[config.mk]
export PLATFORM = sky130hd
export DESIGN_NAME = seg_scan_ctrl
export DESIGN_NICKNAME = d
export VERILOG_FILES = /design/src/rtl/seg_pkg.sv /design/src/rtl/seg_prescaler.sv /design/src/rtl/seg_scan_ctrl.sv
export SDC_FILE = /design/constraint.sdc
export NUM_CORES = 1
export LEC_CHECK = 0
export BUFFER_PORTS_ARGS = -buffer_cell sky130_fd_sc_hd__buf_4
export CAP_MARGIN = 20
export CORE_MARGIN = 2
export CORE_UTILIZATION = 55
export DETAILED_ROUTE_END_ITERATION = 8
export PLACE_DENSITY = 0.74
export SYNTH_ARGS = -nofsm -noshare
export SYNTH_HDL_FRONTEND = slang
export SYNTH_SLANG_ARGS = --single-unit
[constraint.sdc]
create_clock -name clk -period 8.4 [get_ports clk]
set_input_delay 1.68 -clock clk [delete_from_list [all_inputs] [get_ports clk]]
set_output_delay 1.68 -clock clk [all_outputs]
set_load 0.02 [all_outputs]
[src/rtl/seg_pkg.sv]
// Shared types and code constants for the 7-segment scan path.
package seg_pkg;

    // 5-bit digit code: bit 4 selects glyph set (1) or hex value (0).
    typedef logic [4:0] digit_code_t;

    // Glyph-set codes understood by the downstream segment decoder.
    typedef enum logic [4:0] {
        CODE_BLANK = 5'h10,
        CODE_DASH  = 5'h11,
        CODE_L     = 5'h12,
        CODE_O     = 5'h13,
        CODE_A     = 5'h14,
        CODE_D     = 5'h15,
        CODE_J     = 5'h16,
        CODE_U     = 5'h17,
        CODE_M     = 5'h18,
        CODE_P     = 5'h19,
        CODE_S     = 5'h1A,
        CODE_V     = 5'h1B,
        CODE_E     = 5'h1C
    } glyph_e;

    // One display-buffer entry.
    typedef struct packed {
        logic        blink;
        digit_code_t code;
    } entry_t;

    localparam entry_t BLANK_ENTRY = '{blink: 1'b0, code: CODE_BLANK};

endpackage

[src/rtl/seg_prescaler.sv]
// Digit-slot counter: counts 0..PRESCALE-1 and flags the slot wrap and
// whether the cycle after the coming edge falls in the blanking window.
module seg_prescaler #(
    parameter int unsigned PRESCALE     = 50000,
    parameter int unsigned BLANK_CYCLES = 16
) (
    input  logic clk,
    input  logic rst_n,
    output logic wrap,
    output logic blank_next
);

    localparam int unsigned CW = (PRESCALE > 1) ? $clog2(PRESCALE) : 1;
    localparam logic [CW-1:0] LAST      = CW'(PRESCALE - 1);
    localparam logic [CW-1:0] BLANK_LIM = CW'(BLANK_CYCLES);

    logic [CW-1:0] cnt;
    logic [CW-1:0] cnt_next;

    // Next count and the strobes derived from it.
    always_comb begin
        wrap       = (cnt == LAST);
        cnt_next   = wrap ? '0 : cnt + CW'(1);
        blank_next = (cnt_next < BLANK_LIM);
    end

    // Slot counter register.
    always_ff @(posedge clk) begin
        if (!rst_n) cnt <= '0;
        else        cnt <= cnt_next;
    end

endmodule

[src/rtl/seg_scan_ctrl.sv]
// Time-multiplexed 7-segment scan controller with inter-digit blanking
// and per-digit blink. Outputs are registered from next-state values so
// they line up with the scan position without a cycle of lag.
module seg_scan_ctrl
    import seg_pkg::*;
#(
    parameter int unsigned NUM_DIGITS   = 4,
    parameter int unsigned AW           = 2,
    parameter int unsigned PRESCALE     = 50000,
    parameter int unsigned BLANK_CYCLES = 16,
    parameter int unsigned BLINK_FRAMES = 64
) (
    input  logic                  clk,
    input  logic                  rst_n,
    input  logic                  wr_en,
    input  logic [AW-1:0]         wr_addr,
    input  logic [4:0]            wr_data,
    input  logic                  wr_blink,
    input  logic                  clear,
    output logic [4:0]            digit_code,
    output logic [NUM_DIGITS-1:0] digit_en,
    output logic                  frame_tick
);

    localparam logic [AW-1:0] LAST_IDX = AW'(NUM_DIGITS - 1);
    localparam int unsigned   FW       = $clog2(BLINK_FRAMES + 1);
    localparam logic [FW-1:0] FLAST    = FW'(BLINK_FRAMES - 1);

    entry_t        buffer [NUM_DIGITS];
    logic [AW-1:0] idx;
    logic [AW-1:0] idx_next;
    logic [FW-1:0] frames;
    logic          blink_phase;
    logic          phase_next;
    logic          frame_start;
    logic          wr_ok;
    logic          wrap;
    logic          blank_next;
    entry_t        shown;

    seg_prescaler #(
        .PRESCALE    (PRESCALE),
        .BLANK_CYCLES(BLANK_CYCLES)
    ) u_prescaler (
        .clk       (clk),
        .rst_n     (rst_n),
        .wrap      (wrap),
        .blank_next(blank_next)
    );

    // Next scan position, blink phase and the entry to be displayed;
    // the entry bypasses this cycle's clear/write so updates show at once.
    always_comb begin
        wr_ok       = wr_en && (int'(wr_addr) < int'(NUM_DIGITS));
        frame_start = wrap && (idx == LAST_IDX);
        idx_next    = idx;
        if (wrap) idx_next = (idx == LAST_IDX) ? '0 : idx + AW'(1);
        phase_next  = blink_phase ^ (frame_start && (frames == FLAST));
        shown       = buffer[idx_next];
        if (clear)
            shown = BLANK_ENTRY;
        else if (wr_ok && (wr_addr == idx_next))
            shown = '{blink: wr_blink, code: wr_data};
    end

    // Display buffer: clear beats write, out-of-range writes are dropped.
    always_ff @(posedge clk) begin
        if (!rst_n || clear) begin
            for (int unsigned i = 0; i < NUM_DIGITS; i++) buffer[i] <= BLANK_ENTRY;
        end else if (wr_ok) begin
            buffer[wr_addr] <= '{blink: wr_blink, code: wr_data};
        end
    end

    // Digit index, frame counter and blink phase.
    always_ff @(posedge clk) begin
        if (!rst_n) begin
            idx         <= '0;
            frames      <= '0;
            blink_phase <= 1'b1;
        end else begin
            idx         <= idx_next;
            blink_phase <= phase_next;
            if (frame_start) frames <= (frames == FLAST) ? '0 : frames + FW'(1);
        end
    end

    // Registered outputs to the segment decoder.
    always_ff @(posedge clk) begin
        if (!rst_n) begin
            digit_code <= CODE_BLANK;
            digit_en   <= '0;
            frame_tick <= 1'b0;
        end else begin
            frame_tick <= frame_start;
            if (blank_next || (shown.blink && !phase_next)) begin
                digit_code <= CODE_BLANK;
                digit_en   <= '0;
            end else begin
                digit_code <= shown.code;
                digit_en   <= NUM_DIGITS'(1) << idx_next;
            end
        end
    end

endmodule

* Word-level counts from Yosys, hierarchy flattened *
Memory sizes are Yosys's and may differ from the RTL's.
Index checks and enable logic that the tools add are counted.

cells by class
  add/subtract/negate cells = 3
  magnitude comparators = 1
  shift operators = 1
  equality and inequality tests = 4
  bitwise logic cells = 2
  muxes and demuxes = 14
  reductions and logical operators = 11

operators with widths
  cell                                                                    number
  6-bit two-way mux                                                       3
  16-bit by 1-bit adder with 16-bit output (second input constant)        1
  16-bit equality test (second input constant)                            1
  16-bit by 5-bit < comparator with 1-bit output (second input constant)  1
  16-bit two-way mux                                                      1
  7-bit by 1-bit adder with 7-bit output (second input constant)          1
  7-bit by 6-bit equality test with 1-bit output (second input constant)  1
  7-bit two-way mux                                                       1
  1-bit two-way mux                                                       6
  2-bit two-way mux                                                       3
  6-bit OR reduction                                                      1
  1-bit logical AND                                                       4
  1-bit by 2-bit left shift with 4-bit output (first input constant)      1
  3-bit OR reduction                                                      1
  2-bit by 1-bit adder with 2-bit output (second input constant)          1
  2-bit equality test                                                     1
  2-bit equality test (second input constant)                             1
  1-bit logical NOT                                                       2
  1-bit logical OR                                                        2
  2-bit OR reduction                                                      1
  1-bit NOT                                                               1
  1-bit XOR                                                               1

storage, ports and cells
  output and inout bits = 10
  register bits = 36
  memory bits (writable) = 24
  input bits = 12
  memories = 1

memory list
  memory  words  bits a word  rd ports  clocked after Yosys merged registers in  write ports  line                 RTL
  buffer  4      6            1         0                                        4            seg_scan_ctrl.sv:29  entry_t buffer [NUM_DIGITS];

* Logic depth before layout (Yosys ltp) *
  depth after elaboration = 10
  depth in mapped cells = 9
  gate-level depth less buffers = 8

* Cells and area by module *
Synthesis repeated with hierarchy kept, for this count alone.

second synthesis, totals
  cells, all modules = 310
  area total of the unflattened synthesis = 3026.7 um^2

modules (own cells, without submodules)
  module         times used  area an instance (um^2)  cells an instance  sequential area each (um^2)
  seg_scan_ctrl  1           2065.7                   193                1121.1
  seg_prescaler  1           960.9                    117                320.3

* Worst setup path before layout *
No wires, ideal clock.

  kind = input port to flip-flop
  start = in wr_addr[1]
  end = reg digit_code[4]
  data required time = 8.266 ns
  slack = 4.997 ns
  cell stages on the path = 7
  buffers on the path = 1
  arrival = 3.269 ns
  setup time = 0.134 ns
  cells stage by stage = clkbuf_1 xnor2_1 and2_1 o211a_2 nor3_4 mux2_2 or4_1

between the ends
  longest elaborated chain between the ends = 7

RTL lines
  element                              line                  RTL
  start: declaration                   seg_scan_ctrl.sv:16   input logic [AW-1:0] wr_addr,
  2-bit equality test (*)              seg_scan_ctrl.sv:62   else if (wr_ok && (wr_addr == idx_next))
  1-bit logical AND (*)                seg_scan_ctrl.sv:62
  6-bit two-way mux (*)                seg_scan_ctrl.sv:62
  6-bit two-way mux                    seg_scan_ctrl.sv:60   if (clear)
  1-bit logical AND                    seg_scan_ctrl.sv:96   if (blank_next || (shown.blink && !phase_next)) begin
  1-bit logical OR                     seg_scan_ctrl.sv:96
  3-bit OR reduction (no source line)  n/a
  end signal: assignment               seg_scan_ctrl.sv:100  digit_code <= shown.code;
  end: declaration                     seg_scan_ctrl.sv:20   output logic [4:0] digit_code,

Every way passes the cells marked *; elsewhere a longest branch is shown, timed or not.
A chain may end at the register's enable or synchronous reset.

==> summary.md <==
| Metric | Value |
|---|---|
| Status | `completed` |
| Max cap viols | `0` |
| Initial DRC Count | `approximately 200` |
| Count of final setup violators | `0` |
| Total grt overflow | `0` |
| Via density | `~5.6` |
| Worst-margin pin slew | `740 ps` |
| Maximum root-to-sink buffer count | `2` |
| Setup crit end kind | `flop` |
| Worst-Skew Late Latency | `approximately 330 ps` |
| Total power | `554 µW` |
| Skew final | `slightly below 7 ps` |
| Post-Syn Area | `~3000 µm²` |
| Die ar. | `6050 µm²` |
| Postcts setup bufs | `0` |
| Drt total wl | `~5.8 mm` |
| Syn. warnings | `0` |
| Root buf cell | `clkbuf_8` |
| Drt drc | `0` |
| Die height | `77.8 µm` |
| Busiest layer in global routing | `met1` |
| Routability congestion estimate | `roughly 0.84` |
| I/O pins | `22` |
| Syn Nets | `299` |
| Syn Inst Count | `about 280` |
| Number of diodes | `0` |
| Total CTS buffers | `9` |
| Area leader, netlist | `dfxtp_1` |
| CP cell instances | `buf_4, nor2b_1, nand2_1, nor3b_1, nand2b_1` |
| Unrepaired setup endpoints after global routing | `false` |
| Global-route wire length before repair | `between 9 and 10 mm` |
| Cts hold-fix bufs | `0` |
| Part of the Yosys area used for sequential elements | `0.482` |
| Met2 Use GR | `0.298` |
| Crit path required time | `roughly 8400 ps` |
| Met3 global-route usage | `0.0453` |
| Number of synthesized flops with an enable pin | `24` |
| Vias | `2,134` |
| Final nets | `~320` |
| Area growth syn-to-layout | `12.2%` |
| Drt first pass iters | `4` |
| H-tree Lvls | `3` |
| Setup TNS | `0 ps` |
| Initial core utilization | `0.579` |
| Most used DFF post-synth | `dfxtp_1` |
| Vias in the first global route | `about 2,000` |
| Largest net degree at the start of global routing | `19` |
| CP max FO | `18` |
| Synth Register Bits | `60` |
| Die Width | `roughly 78 µm` |
| Area fraction of the dominant cell type after synthesis | `0.241` |
| Mapped Avg Cell Area | `roughly 11 µm²` |
| Total core area | `5170 µm²` |
| PD cells | `about 160 nW/µm²` |
| HPWL Detailed | `4.16 mm` |
| Clock Pin Slew Worst Setup and Hold Paths | `approximately 60 ps` |
| Reg-to-reg slack, setup | `approximately 5200 ps` |
| Final worst-path cycle share | `0.412` |
| CTS tree | `built` |
| Min Tclk post-route | `roughly 3500 ps` |
| Slew Limit Fails | `0` |
| Share of cells above drive strength 1 | `0.144` |
| Rows | `26` |
| Leakage power total | `0.00137 µW` |
| Achievable frequency | `about 0.29 GHz` |
| CP max stage cell | `nor3b_1` |
| Worst VDD drop | `0.109 mV` |
| Wire per inst | `about 15 µm` |
| Biggest cell delay along the critical path | `540 ps` |
| Initial antenna violation count | `0` |
| Hold crit path type | `flop to flop` |
| CTS resizes | `0` |
| IO buf count | `21` |
| Critical path class | `input port to flop` |
| Final Hold Violating Endpoints | `0` |
| Yosys cell types | `50` |
| GRT met1 Usage | `0.300` |
| Crit path DAT | `about 3500 ps` |
| Slew margin rel. | `0.507` |
| Routed Antenna Nets | `0` |
| Post-synthesis async set-or-reset flop share | `0` |
| Largest cells by area after synthesis | `dfxtp_1, edfxtp_1, mux2i_1` |
| Startpoint Class | `input port` |
| Clk sinks | `60` |
| Total track usage | `0.208` |
-- critical path, delay by kind of cell --
family	cells	cell delay, ps
and+or+nand+nor	4	1580
buffers and inverters	1	190
-- cell families (layout without fill, tap and decap cells) --
kind of cell	Yosys count	count (layout)	synth area share
XOR/XNOR	26	26	0.0761
flip-flops	60	60	0.482
adder cells (fa/ha/maj)	3	3	0.0125
AND/OR/NAND/NOR	140	140	0.272
multiplexers	24	24	0.0824
AO/OA/AOI/OAI	17	17	0.0548
buffers and inverters	14	42	0.0205
-- Yosys cell counts, drive strengths merged, types with 2 or more instances --
cell	n
ha	3
nor2	22
a21oi	4
nand3	13
nor3b	2
nand4	5
or4	2
xnor2	20
dfxtp	36
nor4	9
and2	24
clkbuf	8
o211a	2
mux2	2
a31oi	2
nor2b	4
nand2	14
nand4bb	3
mux2i	22
o21ai	2
edfxtp	24
nand3b	3
inv	4
nand2b	9
and3	10
and4	2
xor2	6
nor4b	2
nor3	10
buf	2
-- through the flow --
step	hold WS, ps	cell area (µm²)	setup WS [ps]	std cells	utilization
6_report	464	3360	4940	382	0.649
2_1_floorplan	430	2990	5000	284	-
3_5_place_dp	460	3200	4670	366	0.619
3_3_place_gp	447	3200	4720	366	0.619
5_1_grt	479	3360	4720	382	0.649
4_1_cts	467	3360	4980	382	0.649
-- report_power, final --
| group | internal [µW] | leakage (µW) | switching, µW |
|---|---|---|---|
| Sequential | 312 | 0.000546 | 4.40 |
| Clock | 106 | 0.0000812 | 104 |
| Combinational | 11.4 | 0.000745 | 15.9 |
-- cells in the final DEF (no fill, tap or decap), types with 3 or more instances in the layout --
cell type and count:
dfxtp_1 36, and2_1 24, edfxtp_1 24, nor2_1 22, buf_4 22, mux2i_1 21
xnor2_1 20, nand2_1 14, nand3_1 13, and3_1 10, nand2b_1 9, nor3_1 9
nor4_1 9, clkbuf_8 9, xor2_1 6, nand4_1 5, nor2b_1 4, inv_1 4
clkbuf_1 4, nand4bb_1 3, nand3b_1 3, ha_1 3, clkinv_2 3
-- state kept, by name (all words and copies together), names as in the netlist --
| name | count |
|---|---|
| digit_en | 4 |
| frames | 7 |
| buffer | 24 |
| digit_code | 5 |
| u_prescaler.cnt | 16 |
| idx | 2 |
| blink_phase | 1 |
| frame_tick | 1 |
-- area by class of cell --
class	instances	area, µm²
Tap cell	70	87.6
Clock buffer	13	139
Inverter	4	15.0
Sequential cell	60	1440
Timing Repair Buffer	22	165
Fill cell	389	1820
Clock inverter	3	15.0
Multi-Input combinational cell	210	1490
-- path summary, 6_finish.rpt --
kind,start,end,depth (start not counted)
max reg2reg,u_prescaler.cnt[0],digit_code[4],7
min,frames[6],frames[6],1
max,rst_n,buffer[2][0],5
min reg2reg,frames[6],frames[6],1
-- routing by layer --
metal  share of wire  vias to the layer above
met5               0                        -
met3           0.052                       11
met4           0.020                        0
met2            0.43                       65
li1                -                     1070
met1            0.50                      988
Note: power is estimated with default switching activity, not from simulation.
